### src/rtl/conv_idx_pkg.sv
// Shared widths and FSM encoding for the convolution index encoder slice.
package conv_idx_pkg;

  localparam int unsigned KERNEL_MAX = 3;
  localparam int unsigned OUT_EDGE   = 2;

  localparam int unsigned IDX_W   = $clog2(OUT_EDGE * OUT_EDGE * KERNEL_MAX * KERNEL_MAX);
  localparam int unsigned PIX_W   = $clog2(OUT_EDGE * OUT_EDGE);
  localparam int unsigned TAP_W   = $clog2(KERNEL_MAX * KERNEL_MAX);
  localparam int unsigned COORD_W = $clog2(OUT_EDGE * KERNEL_MAX);
  localparam int unsigned STR_W   = $clog2(KERNEL_MAX);

  typedef enum logic [1:0] {IDLE, CALC, EMIT, EMPTY} state_e;

endpackage

### src/rtl/idx_cover_check.sv
// Per-pixel test: does output pixel Pix read input (x, y) through some kernel tap,
// and if so, which tap.
module idx_cover_check #(
  parameter int unsigned K   = 3,
  parameter int unsigned N   = 2,
  parameter int unsigned Pix = 0
) (
  input  logic [$clog2(N*K)-1:0] x,
  input  logic [$clog2(N*K)-1:0] y,
  input  logic [$clog2(K)-1:0]   stride,
  input  logic [$clog2(K)-1:0]   kernel_width,
  output logic                   hit,
  output logic [$clog2(K*K)-1:0] tap
);

  localparam int unsigned CoordW = $clog2(N * K);
  localparam int unsigned SW     = CoordW + 2;
  localparam int unsigned TapW   = $clog2(K * K);

  localparam logic [SW-1:0] Row = SW'(Pix / N);
  localparam logic [SW-1:0] Col = SW'(Pix % N);

  logic signed [SW-1:0] kx, ky, kw;

  assign kw = $signed(SW'(kernel_width));
  assign kx = $signed(SW'(x)) - $signed(SW'(stride) * Row);
  assign ky = $signed(SW'(y)) - $signed(SW'(stride) * Col);

  assign hit = !kx[SW-1] && (kx < kw) && !ky[SW-1] && (ky < kw);

  // Only meaningful when hit is set.
  assign tap = TapW'(kx) * TapW'(kernel_width) + TapW'(ky);

endmodule

### src/rtl/index_encoder.sv
// Scatter-side index encoder: lists every (pixel, kernel tap) pair that reads a given
// input index, one pair per beat, ascending pixel order.
module index_encoder
  import conv_idx_pkg::*;
#(
  parameter int unsigned K = KERNEL_MAX,
  parameter int unsigned N = OUT_EDGE
) (
  input  logic                       clk,
  input  logic                       rst,
  input  logic                       req_valid,
  output logic                       req_ready,
  input  logic [$clog2(N*N*K*K)-1:0] req_index,
  input  logic [$clog2(K)-1:0]       stride,
  input  logic [$clog2(K)-1:0]       kernel_width,
  output logic                       out_valid,
  input  logic                       out_ready,
  output logic [$clog2(N*N)-1:0]     out_pixel_number,
  output logic [$clog2(K*K)-1:0]     out_current_index,
  output logic                       out_last,
  output logic                       out_none
);

  localparam int unsigned NumPix = N * N;
  localparam int unsigned Edge   = N * K;
  localparam int unsigned IdxW   = $clog2(N * N * K * K);
  localparam int unsigned CoordW = $clog2(N * K);
  localparam int unsigned StrW   = $clog2(K);
  localparam int unsigned PixW   = $clog2(N * N);
  localparam int unsigned TapW   = $clog2(K * K);

  state_e state_q, state_d;
  logic [CoordW-1:0] x_q, x_d, y_q, y_d;
  logic [StrW-1:0]   stride_q, stride_d, kw_q, kw_d;
  logic [NumPix-1:0] mask_q, mask_d;

  logic [NumPix-1:0] hits;
  logic [TapW-1:0]   taps [NumPix];
  logic [PixW-1:0]   pix;
  logic              one_left;

  for (genvar p = 0; p < NumPix; p++) begin : g_pix
    idx_cover_check #(
      .K   (K),
      .N   (N),
      .Pix (p)
    ) u_check (
      .x            (x_q),
      .y            (y_q),
      .stride       (stride_q),
      .kernel_width (kw_q),
      .hit          (hits[p]),
      .tap          (taps[p])
    );
  end

  // Lowest set mask bit wins, giving ascending pixel order.
  always_comb begin
    pix = '0;
    for (int i = NumPix - 1; i >= 0; i--) begin
      if (mask_q[i]) pix = PixW'(i);
    end
  end

  assign one_left = (mask_q & (mask_q - NumPix'(1))) == '0;

  always_comb begin
    state_d           = state_q;
    x_d               = x_q;
    y_d               = y_q;
    stride_d          = stride_q;
    kw_d              = kw_q;
    mask_d            = mask_q;
    req_ready         = 1'b0;
    out_valid         = 1'b0;
    out_pixel_number  = '0;
    out_current_index = '0;
    out_last          = 1'b0;
    out_none          = 1'b0;
    unique case (state_q)
      IDLE: begin
        req_ready = !rst;
        if (req_valid) begin
          x_d      = CoordW'(req_index / IdxW'(Edge));
          y_d      = CoordW'(req_index % IdxW'(Edge));
          stride_d = stride;
          kw_d     = kernel_width;
          state_d  = CALC;
        end
      end
      CALC: begin
        mask_d  = hits;
        state_d = (|hits) ? EMIT : EMPTY;
      end
      EMIT: begin
        out_valid         = 1'b1;
        out_pixel_number  = pix;
        out_current_index = taps[pix];
        out_last          = one_left;
        if (out_ready) begin
          mask_d[pix] = 1'b0;
          if (one_left) state_d = IDLE;
        end
      end
      EMPTY: begin
        out_valid = 1'b1;
        out_last  = 1'b1;
        out_none  = 1'b1;
        if (out_ready) state_d = IDLE;
      end
      default: state_d = IDLE;
    endcase
  end

  always_ff @(posedge clk) begin
    if (rst) begin
      state_q  <= IDLE;
      x_q      <= '0;
      y_q      <= '0;
      stride_q <= '0;
      kw_q     <= '0;
      mask_q   <= '0;
    end else begin
      state_q  <= state_d;
      x_q      <= x_d;
      y_q      <= y_d;
      stride_q <= stride_d;
      kw_q     <= kw_d;
      mask_q   <= mask_d;
    end
  end

endmodule

### config.mk
export PLATFORM = sky130hd
export DESIGN_NAME = index_encoder
export DESIGN_NICKNAME = d
export VERILOG_FILES = /design/src/rtl/conv_idx_pkg.sv /design/src/rtl/idx_cover_check.sv /design/src/rtl/index_encoder.sv
export SDC_FILE = /design/constraint.sdc
export NUM_CORES = 1
export LEC_CHECK = 0
export CAP_MARGIN = 40
export CORE_ASPECT_RATIO = 1.75
export CORE_MARGIN = 1
export CORE_UTILIZATION = 61
export DETAILED_ROUTE_END_ITERATION = 16
export DONT_BUFFER_PORTS = 1
export PLACE_DENSITY = 0.77
export SKIP_CTS_REPAIR_TIMING = 1
export SLEW_MARGIN = 20
export SYNTH_ARGS = -nofsm -noshare
export SYNTH_HDL_FRONTEND = slang
export SYNTH_SLANG_ARGS = --single-unit
### constraint.sdc
create_clock -name clk -period 7.9 [get_ports clk]
set_input_delay 1.185 -clock clk [delete_from_list [all_inputs] [get_ports clk]]
set_output_delay 1.185 -clock clk [all_outputs]
set_load 0.05 [all_outputs]
==> flow_summary.toml <==
[logic_synthesis]
syn_avg_cell_area_um2 = 7.94
synth-main-ff-cell = "dfxtp_1"
synth_area_um2 = 1970
synth_cells = 248
synth_edf_count = 0
yosysTopAreaCellShare_pct = 16.3
ys_top_cells_by_area = "dfxtp_1 (16%), ha_1 (15%), fa_1 (8.1%), a21oi_1 (5.1%), nand2_1 (4.0%)"
synth_cell_types = 49
synth_commonest_cells = "ha_1 (24), nand2_1 (21), a21oi_1 (20)"
ys_warn_count = 0
yosysSeqAreaShare_pct = 16.3
ys_seq_elements = 16
synth_nets = 294
synth_top_area_cell = "dfxtp_1"
async_reset_ff_share_pct = 0
yosysMostFrequentCell = "ha_1"

[clocking]
cts-root-buf = "clkbuf_8"
cts_buffer_depth = 2
cts_tree = "built"
clock_latency_ns = 0.24
htreeDepth = 1
cts_buffers = 3
clk_pin_slew_ns = 0.06
cts.sinks = 16

[floorplan]
fp.dieH_um = 77.1
start_util_pct = 65.8
rows = 26
ioPinCount = 24
die_w_um = 44.9
die-area_um2 = 3470
core_area_um2 = 2990

[place]
gp_congestion = 0.854
portBuffers = 0
place_area_um2 = 1990
post-place-cells = 280
post-place-ws_ns = 3.08
dp_hpwl_mm = 3.68

[timing]
fin_setup_tns_ns = 0
worst_pin_slew_ns = 0.883
fin_crit_ns = 5.09
timing.fmax_mhz = 197
slew_violations = 0
clock_skew_ns = 0.000813
rsz0062_at_grt = "false"
setup_viol = 0
relSlewSlack_pct = 41.0
hold_viol_final = 0
fin_ws_ns = 2.81
fin_crit_sh_pct = 64.4

[worst_setup_path]
cp.depth = 11
rr_startpoint = "x_q[0]"
critPathMaxFanout = 5
crit_family = "adder cells"
r2r_slack_ns = 5.51
cp-startpoint = "x_q[0]"
crit_buf_inv = 2
crit_path_end_kind = "output port"
slowest_delay_ns = 0.69
rr_worst_depth = 8
criticalPathCategory = "flip-flop to output port"
worstSetupStartpointType = "flip-flop"
cpMaxStageDelayCell = "nor2_1"
cp.required_ns = 6.71
rr_endpoint = "state_q[0]"
critPathCapture = "out_current_index[2]"
path_cells = "inv_1 -> ha_1 -> inv_1 -> fa_1 -> nor2b_1 -> and3b_1 -> fa_1 -> ha_1 -> xor2_1 -> mux4_2 -> nor2_1"
crit_arrival_ns = 3.90

[power]
ir_worst_vdd_mv = 0.149
p_per_area_nw_per_um2 = 140
total_power_uw = 284
leakage_nw = 0.827

[worst_hold_path]
hold_class = "flip-flop to flip-flop"

[finish]
layout-drive-gt1-share_pct = 6.64
nNetsFinal = 289
design_area_um2 = 2030
instances_no_fill = 283
area.growth.synth_to_final_pct = 2.99
antenna_cells = 0

[global_route]
grt_max_degree = 18
grt_usage_pct = 26.6
grt.overflow.total = 0
grt_pass1_vias = 1688
grt_pass1_wl_mm = 7.11
antenna_found_initial = 0

[routing]
post-route-drc-count = 0
firstDrtPassIters = 4
ant_nets = 0
routedWlPerCell_um = 15.4
drt_iter0_drc = 28
viasPerCell = 5.99
drt-total-wl_mm = 4.37
vias = 1696

[status]
outcome = "complete, no violations"

[flow_run]
drv_cap = 0
==> power by group <==
group / total (mW) / internal (mW) / switching (mW)
logic: 0.121 / 0.0493 / 0.0714
clock network: 0.0598 / 0.0337 / 0.0261
registers: 0.103 / 0.0876 / 0.0158
==> worst min-delay path, delay by kind of cell, from the launching register on <==
family,cells,cell delay (ns)
flops,1,0.32
simple gates,1,0.05
compound gates,1,0.05
==> logic make-up after synthesis <==
kind of cell               share of synthesized area [%]
adders and majority gates                           23.9
buffers and inverters                               6.36
DFF                                                 16.3
and+or+nand+nor                                     23.6
AOI/OAI and AO/OA                                   22.7
muxes                                               2.22
xor gates and xnor gates                            4.89
==> metal layers <==
metal	track usage, %	part of all wire [%]	vias up
met2	51.4	57	21
met3	2.35	1.1	9
met1	26.4	39	808
met4	10.9	2.7	0
li1	-	-	858
met5	0	0	-
==> worst min path at each step <==
stage / start / end / slack (ns) / cells past startpoint
floorplan: stride_q[1] / stride_q[1] / 0.44 / 2
global placement: stride_q[1] / stride_q[1] / 0.45 / 2
detailed placement: stride_q[1] / stride_q[1] / 0.45 / 2
CTS: stride_q[1] / stride_q[1] / 0.46 / 2
global route: stride_q[1] / stride_q[1] / 0.49 / 2
finish: stride_q[1] / stride_q[1] / 0.46 / 2
==> placed cells by master (no fill, tap or decap), drive strengths merged, types with 2 or more instances in the layout <==
master	n
fa	8
a21o	4
o21ai	11
and2	9
dfxtp	16
xnor2	6
a221oi	4
xor2	5
buf	3
a311oi	2
a2111oi	3
nor2b	7
o211ai	2
nor2	19
nor3b	4
ha	24
nand2	21
a21boi	2
nor3	7
clkbuf	3
a21oi	21
nand2b	10
o22ai	4
a211oi	6
nand3	7
inv	18
==> layout make-up <==
class	count	area (um^2)
Multi-Input combinational cell	201	1520
Fill cell	283	966
Sequential cell	16	320
Inverter	18	67.6
Tap cell	42	52.6
Clock buffer	3	41.3
Timing Repair Buffer	3	22.5
==> flip-flops by register name, summed over array words and instances, names as in the netlist <==
signal	count
mask_q	4
x_q	3
y_q	3
kw_q	2
state_q	2
stride_q	2
==> metrics by stage <==
stage / hold slack [ns] / util (%)
floorplan: 0.436 / -
CTS: 0.460 / 67.7
detailed placement: 0.451 / 66.3
finish: 0.460 / 67.7
global route: 0.489 / 67.7
global placement: 0.446 / 66.3
Note: power is estimated with default switching activity, not from simulation.
